`src/rtl/vec_lsu_sequencer.sv`:
```
// Vector load/store element sequencer.
// Issues one memory request per element and writes load data to the VRF.
module vec_lsu_sequencer #(
  parameter int XLEN = 32,
  parameter int VL_W = 9
) (
  input  logic            clk,
  input  logic            reset,
  input  logic            start,
  input  logic            ld_inst,
  input  logic            stride_sel,
  input  logic [XLEN-1:0] rs1_data,
  input  logic [XLEN-1:0] rs2_data,
  input  logic [VL_W-1:0] vl,
  input  logic [1:0]      sew,
  input  logic [XLEN-1:0] st_elem_data,
  output logic            mem_req_valid,
  input  logic            mem_req_ready,
  output logic [XLEN-1:0] mem_addr,
  output logic            mem_we,
  output logic [1:0]      mem_size,
  output logic [XLEN-1:0] mem_wdata,
  input  logic            mem_rsp_valid,
  input  logic [XLEN-1:0] mem_rsp_data,
  output logic [VL_W-1:0] elem_idx,
  output logic            elem_wr_en,
  output logic [XLEN-1:0] elem_data,
  output logic            busy,
  output logic            done
);

  typedef enum logic [1:0] {
    S_IDLE,
    S_REQ,
    S_WAIT,
    S_DONE
  } state_t;

  state_t          r_state;
  logic            r_ld;
  logic [1:0]      r_sew;
  logic [VL_W-1:0] r_vl;
  logic [VL_W-1:0] r_idx;
  logic [XLEN-1:0] r_addr;
  logic [XLEN-1:0] r_step;
  logic            r_req_valid;
  logic            r_done;

  logic [XLEN-1:0] w_unit_step;
  logic [XLEN-1:0] w_mask;
  logic [VL_W-1:0] w_idx_nxt;
  logic            w_rsp;

  // Element byte size for the sew seen at launch; 11 behaves as 32b.
  always_comb begin
    w_unit_step = XLEN'(4);
    unique case (sew)
      2'b00:   w_unit_step = XLEN'(1);
      2'b01:   w_unit_step = XLEN'(2);
      default: w_unit_step = XLEN'(4);
    endcase
  end

  // Element data mask for the captured sew.
  always_comb begin
    w_mask = '1;
    unique case (r_sew)
      2'b00:   w_mask = {{(XLEN-8){1'b0}}, 8'hFF};
      2'b01:   w_mask = {{(XLEN-16){1'b0}}, 16'hFFFF};
      default: w_mask = '1;
    endcase
  end

  assign w_idx_nxt = r_idx + VL_W'(1);
  assign w_rsp     = (r_state == S_WAIT) & mem_rsp_valid;

  // Element loop FSM with registered request/done outputs.
  always_ff @(posedge clk or posedge reset) begin
    if (reset) begin
      r_state     <= S_IDLE;
      r_ld        <= 1'b0;
      r_sew       <= 2'b00;
      r_vl        <= '0;
      r_idx       <= '0;
      r_addr      <= '0;
      r_step      <= '0;
      r_req_valid <= 1'b0;
      r_done      <= 1'b0;
    end else begin
      r_done <= 1'b0;
      unique case (r_state)
        S_IDLE: begin
          if (start) begin
            r_ld   <= ld_inst;
            r_sew  <= sew;
            r_vl   <= vl;
            r_step <= stride_sel ? w_unit_step : rs2_data;
            r_addr <= rs1_data;
            r_idx  <= '0;
            if (vl != '0) begin
              r_state     <= S_REQ;
              r_req_valid <= 1'b1;
            end else begin
              r_state <= S_DONE;
              r_done  <= 1'b1;
            end
          end
        end
        S_REQ: begin
          if (mem_req_ready) begin
            r_state     <= S_WAIT;
            r_req_valid <= 1'b0;
          end
        end
        S_WAIT: begin
          if (mem_rsp_valid) begin
            r_addr <= r_addr + r_step;
            r_idx  <= w_idx_nxt;
            if (w_idx_nxt == r_vl) begin
              r_state <= S_DONE;
              r_done  <= 1'b1;
            end else begin
              r_state     <= S_REQ;
              r_req_valid <= 1'b1;
            end
          end
        end
        S_DONE: begin
          r_state <= S_IDLE;
        end
        default: r_state <= S_IDLE;
      endcase
    end
  end

  assign mem_req_valid = r_req_valid;
  assign mem_addr      = r_addr;
  assign mem_we        = r_req_valid & ~r_ld;
  assign mem_size      = r_sew;
  assign mem_wdata     = r_req_valid ? (st_elem_data & w_mask) : '0;
  assign elem_idx      = r_idx;
  assign elem_wr_en    = w_rsp & r_ld;
  assign elem_data     = elem_wr_en ? (mem_rsp_data & w_mask) : '0;
  assign busy          = (r_state != S_IDLE);
  assign done          = r_done;

endmodule

```
`config.mk`:
```
export PLATFORM = sky130hd
export DESIGN_NAME = vec_lsu_sequencer
export DESIGN_NICKNAME = d
export VERILOG_FILES = /design/src/rtl/vec_lsu_sequencer.sv
export SDC_FILE = /design/constraint.sdc
export NUM_CORES = 1
export LEC_CHECK = 0
export BUFFER_PORTS_ARGS = -buffer_cell sky130_fd_sc_hd__buf_2
export CAP_MARGIN = 20
export CELL_PAD_IN_SITES_DETAIL_PLACEMENT = 1
export CELL_PAD_IN_SITES_GLOBAL_PLACEMENT = 2
export CORE_MARGIN = 5
export CORE_UTILIZATION = 27
export CTS_BUF_LIST = sky130_fd_sc_hd__clkbuf_4
export CTS_CLUSTER_SIZE = 40
export DETAILED_ROUTE_END_ITERATION = 8
export PLACE_DENSITY = 0.95
export SYNTH_ARGS = -nofsm -noshare
export SYNTH_HDL_FRONTEND = slang
export SYNTH_SLANG_ARGS = --single-unit
```
`constraint.sdc`:
```
create_clock -name clk -period 3.53 [get_ports clk]
set_clock_uncertainty 0.15 [all_clocks]
set_input_delay 0.353 -clock clk [delete_from_list [all_inputs] [get_ports clk]]
set_output_delay 0.353 -clock clk [all_outputs]
set_load 0.005 [all_outputs]
```
==> results.toml <==
[status]
outcome = "complete, no violations"

[power_and_ir_drop]
power.leakage_nw = 4.396
p_total_mw = 6.347
powerDensity_mw_per_mm2 = 755.0
vdd_ir_drop_max_uv = 240.9

[critical_path]
critPathBufInv = 0
reg2reg_from = "mem_addr[0]"
reg2reg_slack_ns = 0.33
critPathTopFamily = "compound AO/OA/AOI/OAI gates"
cp_slowest_stage_delay_ns = 0.43
cp-start-kind = "flop"
crit_start = "mem_addr[0]"
required_ns = 3.73
cp_data_arrival_time_ns = 3.40
critical_path.endpoint = "mem_addr[30]"
worst-path-stages = 11
reg2reg_depth = 11
worstSetupPathType = "reg -> reg"
worst-path-max-fanout = 3
rr_endpoint = "mem_addr[30]"
end_kind = "flop"
crit_chain = "ha_1 > fa_1 > a21oi_2 > o211ai_1 > and4_1 > o2111a_1 > o211ai_1 > o31ai_1 > a31oi_1 > xor2_1 > o22ai_1"
cpMostUsedCell = "o211ai_1"
cpMaxStageDelayCell = "dfrtp_1"

[synthesis]
synth_seq_cells = 89
async_flop_share_pct = 100.0
yosysWarnings = 0
synth_top_area_cell = "dfrtp_1"
yosysTopAreaCellShare_pct = 37.06
synth_cell_type_count = 50
synth_area_mm2 = 0.006010
syn_avg_cell_area_um2 = 8.132
synth_area_leaders = "dfrtp_1 37%, nand2_1 9.4%, ha_1 6.7%"
synth-main-ff-cell = "dfrtp_1"
synth_edf_count = 0
syn-num-nets = 918
synthCells = 739
ys_seq_area_share_pct = 37.06

[timing]
worst_slew_margin_rel_pct = 31.46
fmax_ghz = 0.3124
finalSetupViolations = 0
tightest_slew_ns = 1.028
tns_ns = 0
slew_violations = 0
finalHoldViolCount = 0
period_share_pct = 90.69
rsz0062_at_grt = "false"
setup_ws_ns = 0.3287
min_period_ns = 3.201
timing.hold.ws_ns = 0.03516

[hold_path]
hold_path.class = "in -> reg"

[grt]
antenna_found_initial = 9
grt_pass1_wl_um = 39030
grt_max_degree = 48
overflow = 0
grt_use_total_pct = 19.12
grt_pass1_vias = 6928

[routing]
drtPass1Iterations = 4
wl_per_cell_um = 18.76
ant_nets = 0
vias_per_cell = 4.950
routed_wl_um = 24970
drtIter0Drc = 277
vias = 6589
drc = 0

[cts]
ctsLongestPathBuffers = 2
cts-root-buf = "clkbuf_4"
cts_setup_buffers = 0
clkTransAtPathRegs_ns = 0.16
htreeDepth = 3
clk_latency_ns = 0.49
cts_buffers = 9
clkSinkCount = 89
cts_tree = "done"

[floorplan]
ioPinCount = 258
std_cell_rows = 54
die_h_um = 159.2
dieArea_mm2 = 0.02534
core_area_mm2 = 0.02189
initial_core_util_pct = 27.45
die_w_um = 159.2

[cells_and_area]
fill_cells = 2737
drive_gt1_share_pct = 28.11
nNetsFinal = 1220
design_area_mm2 = 0.008407
area_growth_pct = 39.89

[run]
cap_violations = 0

[placement]
dp_hpwl_um = 18910
routabilityCongestion = 0.8692
place_area_mm2 = 0.007562
io_buffers = 257
post-place-ws_ns = 0.2741
[cell usage after synthesis (5+ instances only)]
cell type and n:
o21ai_0 45, inv_1 9, a31oi_1 11, nand3_1 11, nor2b_1 6, xor2_1 25
o21a_1 6, and3_1 39, a21oi_1 52, a21o_1 9, nor2_1 53, dfrtp_1 89
o211ai_1 6, nand4_1 8, ha_1 32, xnor2_1 14, a22oi_1 5, nand2_1 151
and2_1 37, nand3b_1 32, clkbuf_1 41, nor3_1 10
[state kept, by name, summed over array words and instances, names as in the netlist]
| register | flops |
|---|---|
| mem_size | 2 |
| elem_idx | 9 |
| r_ld | 1 |
| done | 1 |
| mem_addr | 32 |
| r_state | 2 |
| r_vl | 9 |
| r_step | 32 |
| mem_req_valid | 1 |
[worst register-to-register path: stages (launching register included)]
cell and delay, ns:
dfrtp_1 0.43, ha_1 0.25, fa_1 0.43, a21oi_2 0.20
o211ai_1 0.16, and4_1 0.28, o2111a_1 0.26, o211ai_1 0.28
o31ai_1 0.16, a31oi_1 0.21, xor2_1 0.18, o22ai_1 0.09
[what timing repair did]
item	in CTS	in global routing
endpoints found under the hold margin	110	0
gates resized for setup	0	1
endpoints found under the setup margin	0	1
hold buffers	69	0
[layout make-up]
| cell class | instances | area (µm²) | share of cell area, % |
|---|---|---|---|
| multi-input cells | 599 | 3602 | 42.85 |
| flip-flops and latches | 89 | 2227 | 26.49 |
| repair buffers | 333 | 2042 | 24.29 |
| well taps | 280 | 350.3 | 4.167 |
| clock inverters | 7 | 70.07 | 0.8335 |
| clock buffers | 9 | 67.56 | 0.8037 |
| inverters | 9 | 35.03 | 0.4167 |
| diodes | 5 | 12.51 | 0.1488 |
[per-layer routing]
layer  global-route usage, %  up-vias  part of all wire [%]
met4                   5.777        0                   2.4
met3                   4.452       39                   5.4
met5                       0        -                     0
met2                   35.63      213                    52
met1                   21.54     3160                    40
li1                        -     3177                     -
[logic make-up after synthesis]
family,Yosys count,share of synthesized area (%)
xor+xnor,39,5.684
buf+inv,51,3.206
simple gates,358,29.07
compound gates,165,17.32
flops,89,37.06
fa+ha+maj,33,6.996
mux,4,0.6663
[worst min-delay path by stage]
stage,end,cells past startpoint,slack (ns),startpoint
after detailed placement,r_step[4],2,0.31,r_step[4]
after CTS,mem_addr[2],3,0.007,rs1_data[2]
after floorplan,r_step[10],2,0.29,r_step[10]
final,mem_addr[2],3,0.04,rs1_data[2]
after global routing,mem_addr[2],3,0.0008,rs1_data[2]
after global placement,r_step[15],2,0.31,r_step[15]
[placed cells by master (no fill, tap or decap), types with 14 or more instances in the layout]
cell           count
buf_2            257
nand2_1          151
dfrtp_1           89
dlygate4sd3_1     69
nor2_1            52
a21oi_1           51
o21ai_0           45
and3_1            39
and2_1            36
nand3b_1          32
ha_1              32
xor2_1            25
xnor2_1           14
[power by group]
part / switching [mW] / internal, mW / total, mW
logic: 2.25 / 1.62 / 3.88
registers: 0.423 / 1.43 / 1.86
clock network: 0.400 / 0.214 / 0.614
total: 3.08 / 3.27 / 6.35
[stage by stage]
| step | instances | utilization [%] |
|---|---|---|
| after floorplan | 739 | - |
| after global placement | 1241 | 34.54 |
| after detailed placement | 1241 | 34.54 |
| after CTS | 1326 | 38.33 |
| after global routing | 1331 | 38.40 |
| final | 1331 | 38.40 |
(Power assumes the default switching activity.)
